### src/rtl/pulse_gen_pkg.sv
// rtl/pulse_gen_pkg.sv - shared constants and bus slicing helper for multi_channel_pulse_gen
package pulse_gen_pkg;

  localparam int DEFAULT_CNT_W = 16;
  localparam int MAX_NUM_CH    = 16;

  // Low bit index of channel ch inside a packed NUM_CH*w bus.
  function automatic int slice_lo(input int ch, input int w);
    return ch * w;
  endfunction

endpackage

### src/rtl/pulse_gen_ch.sv
// rtl/pulse_gen_ch.sv - one pulse channel: counter, active/pending settings, registered outputs
module pulse_gen_ch
  import pulse_gen_pkg::*;
#(
  parameter int CNT_W = DEFAULT_CNT_W
) (
  input  logic             clk,
  input  logic             rst,
  input  logic             en,
  input  logic             sync_start,
  input  logic [CNT_W-1:0] period,
  input  logic [CNT_W-1:0] high,
  input  logic             load,
  output logic             r,
  output logic             wrap,
  output logic             busy
);

  logic [CNT_W-1:0] cnt;
  logic [CNT_W-1:0] act_p, act_h;
  logic [CNT_W-1:0] pend_p, pend_h;
  logic             pend_v;
  logic             en_q;

  logic             restart;
  logic             apply;
  logic [CNT_W-1:0] cnt_nxt;
  logic [CNT_W-1:0] act_p_nxt, act_h_nxt;

  // A restart is a rising enable, a counter reaching its period, or a forced phase-align.
  always_comb begin
    restart   = en && (!en_q || (cnt == act_p) || sync_start);
    apply     = restart && pend_v;
    act_p_nxt = apply ? pend_p : act_p;
    act_h_nxt = apply ? pend_h : act_h;
    cnt_nxt   = '0;
    if (en && !restart) cnt_nxt = cnt + 1'b1;
  end

  always_ff @(posedge clk) begin
    if (rst) begin
      cnt    <= '0;
      act_p  <= '0;
      act_h  <= '0;
      pend_p <= '0;
      pend_h <= '0;
      pend_v <= 1'b0;
      en_q   <= 1'b0;
      r      <= 1'b0;
      wrap   <= 1'b0;
    end else begin
      en_q  <= en;
      cnt   <= cnt_nxt;
      act_p <= act_p_nxt;
      act_h <= act_h_nxt;
      wrap  <= restart;
      r     <= en && (cnt_nxt < act_h_nxt);
      // A load on a boundary edge lands after the old pending value was consumed.
      if (load) begin
        pend_p <= period;
        pend_h <= high;
        pend_v <= 1'b1;
      end else if (apply) begin
        pend_v <= 1'b0;
      end
    end
  end

  assign busy = pend_v;

endmodule

### src/rtl/multi_channel_pulse_gen.sv
// rtl/multi_channel_pulse_gen.sv - NUM_CH independent pulse generators; PULSE_GEN_SYNC_START_EN adds sync_start
module multi_channel_pulse_gen
  import pulse_gen_pkg::*;
#(
  parameter int NUM_CH = 4,
  parameter int CNT_W  = DEFAULT_CNT_W
) (
  input  logic                    clk,
  input  logic                    rst,
  input  logic [NUM_CH-1:0]       en,
  input  logic [NUM_CH*CNT_W-1:0] period,
  input  logic [NUM_CH*CNT_W-1:0] high,
  input  logic [NUM_CH-1:0]       load,
`ifdef PULSE_GEN_SYNC_START_EN
  input  logic                    sync_start,
`endif
  output logic [NUM_CH-1:0]       r,
  output logic [NUM_CH-1:0]       wrap,
  output logic [NUM_CH-1:0]       busy
);

  logic sync_all;

`ifdef PULSE_GEN_SYNC_START_EN
  assign sync_all = sync_start;
`else
  assign sync_all = 1'b0;
`endif

  for (genvar i = 0; i < NUM_CH; i++) begin : g_ch
    localparam int LO = slice_lo(i, CNT_W);

    pulse_gen_ch #(
      .CNT_W (CNT_W)
    ) u_ch (
      .clk        (clk),
      .rst        (rst),
      .en         (en[i]),
      .sync_start (sync_all),
      .period     (period[LO +: CNT_W]),
      .high       (high[LO +: CNT_W]),
      .load       (load[i]),
      .r          (r[i]),
      .wrap       (wrap[i]),
      .busy       (busy[i])
    );
  end

endmodule
### config.mk
export PLATFORM = sky130hd
export DESIGN_NAME = multi_channel_pulse_gen
export DESIGN_NICKNAME = d
export VERILOG_FILES = /design/src/rtl/pulse_gen_pkg.sv /design/src/rtl/pulse_gen_ch.sv /design/src/rtl/multi_channel_pulse_gen.sv
export SDC_FILE = /design/constraint.sdc
export NUM_CORES = 1
export LEC_CHECK = 0
export CAP_MARGIN = 20
export CORE_ASPECT_RATIO = 1.25
export CORE_MARGIN = 4
export CORE_UTILIZATION = 40
export CTS_CLUSTER_DIAMETER = 120
export DETAILED_ROUTE_END_ITERATION = 6
export SETUP_SLACK_MARGIN = 0.02
export SLEW_MARGIN = 20
export SYNTH_ARGS = -nofsm -noshare
export SYNTH_HDL_FRONTEND = slang
export SYNTH_SLANG_ARGS = --single-unit
### constraint.sdc
create_clock -name clk -period 3.4 [get_ports clk]
set_input_delay 0.68 -clock clk [delete_from_list [all_inputs] [get_ports clk]]
set_output_delay 0.68 -clock clk [all_outputs]
set_load 0.01 [all_outputs]
==> flow_metrics.py <==
metrics = {
    "status": {
        "outcome": "completed",
    },
    "logic_synthesis": {
        "seq_area_frac_synth_pct": 46.6,
        "synthDominantCellAreaShare_pct": 46.6,
        "yosys.area.top_type": "dfxtp_1",
        "syn_area_sq_mm": 0.0144,
        "synth_area_leaders": "dfxtp_1 (47%), mux2i_1 (17%), nor2_1 (11%)",
        "yosys_warnings": 0,
        "postSynth.asyncResetShare_pct": 0,
        "postSynthCellCount": 1492,
        "avgSynthCellArea_sq_um": 9.68,
        "synth_nets": 1694,
        "dominantRegCellSynth": "dfxtp_1",
        "synth_edf_count": 0,
        "synth_seq_cells": 336,
        "yosysUniqueCellTypes": 36,
    },
    "worst_hold_path": {
        "holdPathStages": 2,
        "whs_endpoint": "g_ch[2].u_ch.act_p[6]",
        "min_path_type": "reg -> reg",
        "hp-start": "g_ch[2].u_ch.pend_p[6]",
    },
    "clock_tree": {
        "clkLatencyLatePin_ns": 0.52,
        "clock_tree.buffer_depth": 3,
        "path_clk_slew_ns": 0.06,
        "cts_max_level": 2,
        "clock-sinks": 336,
        "cts_tree": "done",
        "numCtsBuffers": 37,
        "cts-root-buf": "clkbuf_16",
        "holdBufCountCts": 0,
    },
    "sta": {
        "relSlewSlack_pct": 30.7,
        "tightest_slew_ns": 1.04,
        "period_minus_slack_ns": 3.25,
        "fmaxAchievable_ghz": 0.307,
        "setup_viol_count_final": 0,
        "drv_slew": 0,
        "finalCritPeriodShare_pct": 95.7,
        "grt_setup_unrepaired": "true",
        "whs_ns": 0.488,
        "fin_skew_ns": 0.0150,
        "finalHoldViolCount": 0,
    },
    "layout": {
        "antenna_cells": 0,
        "syn_to_final_growth_pct": 25.8,
        "fin_util_pct": 51.1,
        "seq_area_sq_mm": 0.00676,
        "drive_above_1_share_pct": 12.0,
        "num-fill-cells": 3281,
        "finalInstanceArea_sq_mm": 0.0182,
        "instances_no_fill": 2169,
        "multi_input_area_sq_mm": 0.00749,
        "finalNetCount": 1876,
    },
    "detailed_routing": {
        "routed_wl_mm": 31.8,
        "drtIter0Drc": 468,
        "wl_per_cell_microns": 14.7,
        "drtPass1Iterations": 5,
        "vias": 10400,
        "viasPerCell": 4.82,
        "drc": 0,
        "final_antenna_net_count": 0,
    },
    "worst_setup_path": {
        "critPathLaunch": "g_ch[3].u_ch.cnt[11]",
        "cp-end-kind": "flip-flop",
        "worst-r2r-setup-slack_ns": 0.15,
        "cp.arrival_ns": 3.64,
        "crit_type": "reg -> reg",
        "required_ns": 3.79,
        "timing.rr.end": "g_ch[3].u_ch.r",
        "r2r_start": "g_ch[3].u_ch.cnt[11]",
        "ff2ff_path_depth": 12,
        "cp_max_fo": 8,
        "start_kind": "flip-flop",
    },
    "pwr": {
        "p_leak_nw": 7.89,
        "seqPwrFrac_pct": 47.2,
        "internal_power_mw": 6.83,
        "p_sw_mw": 1.97,
        "combPwrFrac_pct": 8.8,
        "clock_power_share_pct": 44.0,
        "pwr_density_cell_mw_per_mm2": 484,
        "ir_drop_mv": 0.334,
        "swShare_pct": 22.4,
    },
    "floorplan": {
        "std_cell_rows": 77,
        "dieArea_sq_mm": 0.0392,
        "die_w_microns": 178,
        "core_area_sq_mm": 0.0356,
        "ioPinCount": 150,
        "floorplan.initialDensity_pct": 40.6,
        "die_h_microns": 220,
    },
    "place": {
        "portBuffers": 149,
        "place_congestion": 0.860,
        "dp.cells": 2093,
        "placed_area_sq_mm": 0.0166,
        "hpwlAfterDp_mm": 22.6,
    },
    "run": {
        "max-cap-violations": 0,
    },
    "global_route": {
        "grt_antenna_before_repair": 0,
        "grt_overflow": 0,
        "grt_pass1_vias": 10400,
        "grt_max_degree": 110,
        "grt_pass1_wl_mm": 50.9,
        "grtUsageTotal_pct": 15.7,
    },
}
[flip-flops by register name, summed over array words and instances, names as in the netlist]
signal	cells
g_ch.u_ch.cnt	64
g_ch.u_ch.busy	4
g_ch.u_ch.act_p	64
g_ch.u_ch.wrap	4
g_ch.u_ch.en_q	4
g_ch.u_ch.r	4
g_ch.u_ch.act_h	64
g_ch.u_ch.pend_p	64
g_ch.u_ch.pend_h	64
[placed cells by master, fill, tap and decap left out, types with 4 or more instances in the layout]
cell type / netlist / layout
and3_1: 13 / 13
nand2b_1: 4 / 4
dfxtp_1: 336 / 316
nand3_1: 24 / 24
xnor2_2: 1 / 7
xnor2_1: 83 / 77
buf_4: 12 / 69
o41a_1: 4 / 4
clkbuf_8: 0 / 10
or3_4: 0 / 4
nand2_1: 31 / 31
nand4_1: 38 / 38
inv_1: 21 / 21
xor2_1: 36 / 36
clkinv_2: 0 / 7
clkdlybuf4s50_1: 0 / 144
clkbuf_1: 54 / 4
a211oi_1: 7 / 6
mux2i_1: 242 / 228
a21o_1: 8 / 8
o21ai_0: 14 / 11
buf_2: 10 / 4
mux2i_2: 13 / 19
mux2i_4: 0 / 8
ha_1: 64 / 61
and4_1: 11 / 11
dfxtp_2: 0 / 17
buf_6: 7 / 4
clkbuf_16: 0 / 37
a21oi_1: 27 / 26
nor2_1: 408 / 408
[final cells by class]
| type | instances | area share [%] |
|---|---|---|
| clock buffer | 50 | 5.86 |
| inverter | 21 | 0.434 |
| clock inverter | 10 | 0.565 |
| timing repair buffer | 225 | 11.5 |
| tap | 474 | 3.26 |
| sequential | 336 | 37.2 |
| multi-input combinational | 1053 | 41.2 |
[worst max-delay path, stage by stage (launching register included)]
cell	delay, ns
dfxtp_4	0.36
xnor2_2	0.18
nand4_1	0.11
o41a_1	0.49
or3_4	0.48
mux2i_1	0.25
ha_1	0.30
nand4_1	0.12
a211o_1	0.12
a21oi_1	0.04
mux2i_1	0.14
o221ai_1	0.13
a2111oi_0	0.40
[how the worst max path moves through the flow]
stage / cells past startpoint / to / slack, ns
3_3_place_gp: 10 / g_ch[2].u_ch.r / -0.07
3_5_place_dp: 11 / g_ch[0].u_ch.r / -0.12
6_report: 12 / g_ch[3].u_ch.r / 0.15
2_1_floorplan: 15 / g_ch[1].u_ch.r / 0.07
5_1_grt: 12 / g_ch[3].u_ch.r / 0.002
4_1_cts: 12 / g_ch[0].u_ch.r / 0.07
[power groups by stage]
stage          registers (mW)  logic [mW]  clock network [mW]
6_report                 4.15       0.774                3.87
5_1_grt                  4.17       0.852                4.17
4_1_cts                  4.15       0.742                4.02
3_5_place_dp             4.24       0.736                   0
3_3_place_gp             4.24       0.725                   0
2_1_floorplan            4.21       0.460                   0
[logic make-up after synthesis]
kind of cell | Yosys count | synth area share (%)
flip-flops | 336 | 46.6
AND/OR/NAND/NOR | 536 | 15.6
multiplexers | 255 | 18.0
AO/OA/AOI/OAI | 77 | 3.50
buffers and inverters | 104 | 3.46
XOR/XNOR | 120 | 7.33
adder cells (fa/ha/maj) | 64 | 5.54
[stage by stage]
step	power (mW)	setup TNS (ns)	setup slack, ns
6_report	8.80	0	0.147
5_1_grt	9.19	0	0.00249
4_1_cts	8.92	0	0.0654
3_5_place_dp	4.98	-0.343	-0.124
3_3_place_gp	4.96	-0.0702	-0.0702
2_1_floorplan	4.67	0	0.0749
[metal layers]
layer	up-vias	wire length, microns	part of all wire (%)	global-route usage (%)
met5	-	0	0	0
li1	5399	-	-	-
met3	46	1230	3.8	2.85
met4	0	656	2.1	4.77
met2	155	15800	50	27.5
met1	4846	14200	44	19.7
[cells in the mapped netlist, types with 4 or more instances]
cell type / instances
a21oi_1: 27
nand2b_1: 4
mux2i_1: 242
and3_1: 13
clkbuf_1: 54
and4_1: 11
nand2_1: 31
buf_4: 12
mux2i_2: 13
nand3_1: 24
o41a_1: 4
o21ai_0: 14
a211oi_1: 7
buf_6: 7
nand4_1: 38
inv_1: 21
dfxtp_1: 336
a21o_1: 8
xnor2_1: 83
a2111oi_0: 4
xor2_1: 36
nor2_1: 408
buf_2: 10
ha_1: 64
[timing repair]
item / 4_1_cts / 5_1_grt
pin swaps: 0 / 25
gates cloned: 0 / 2
endpoints found under the setup margin: 3 / 3
setup buffers: 0 / 14
gates resized for setup: 3 / 75
hold endpoints to repair: 0 / 0
No activity file was read; power rests on OpenSTA's default activity.
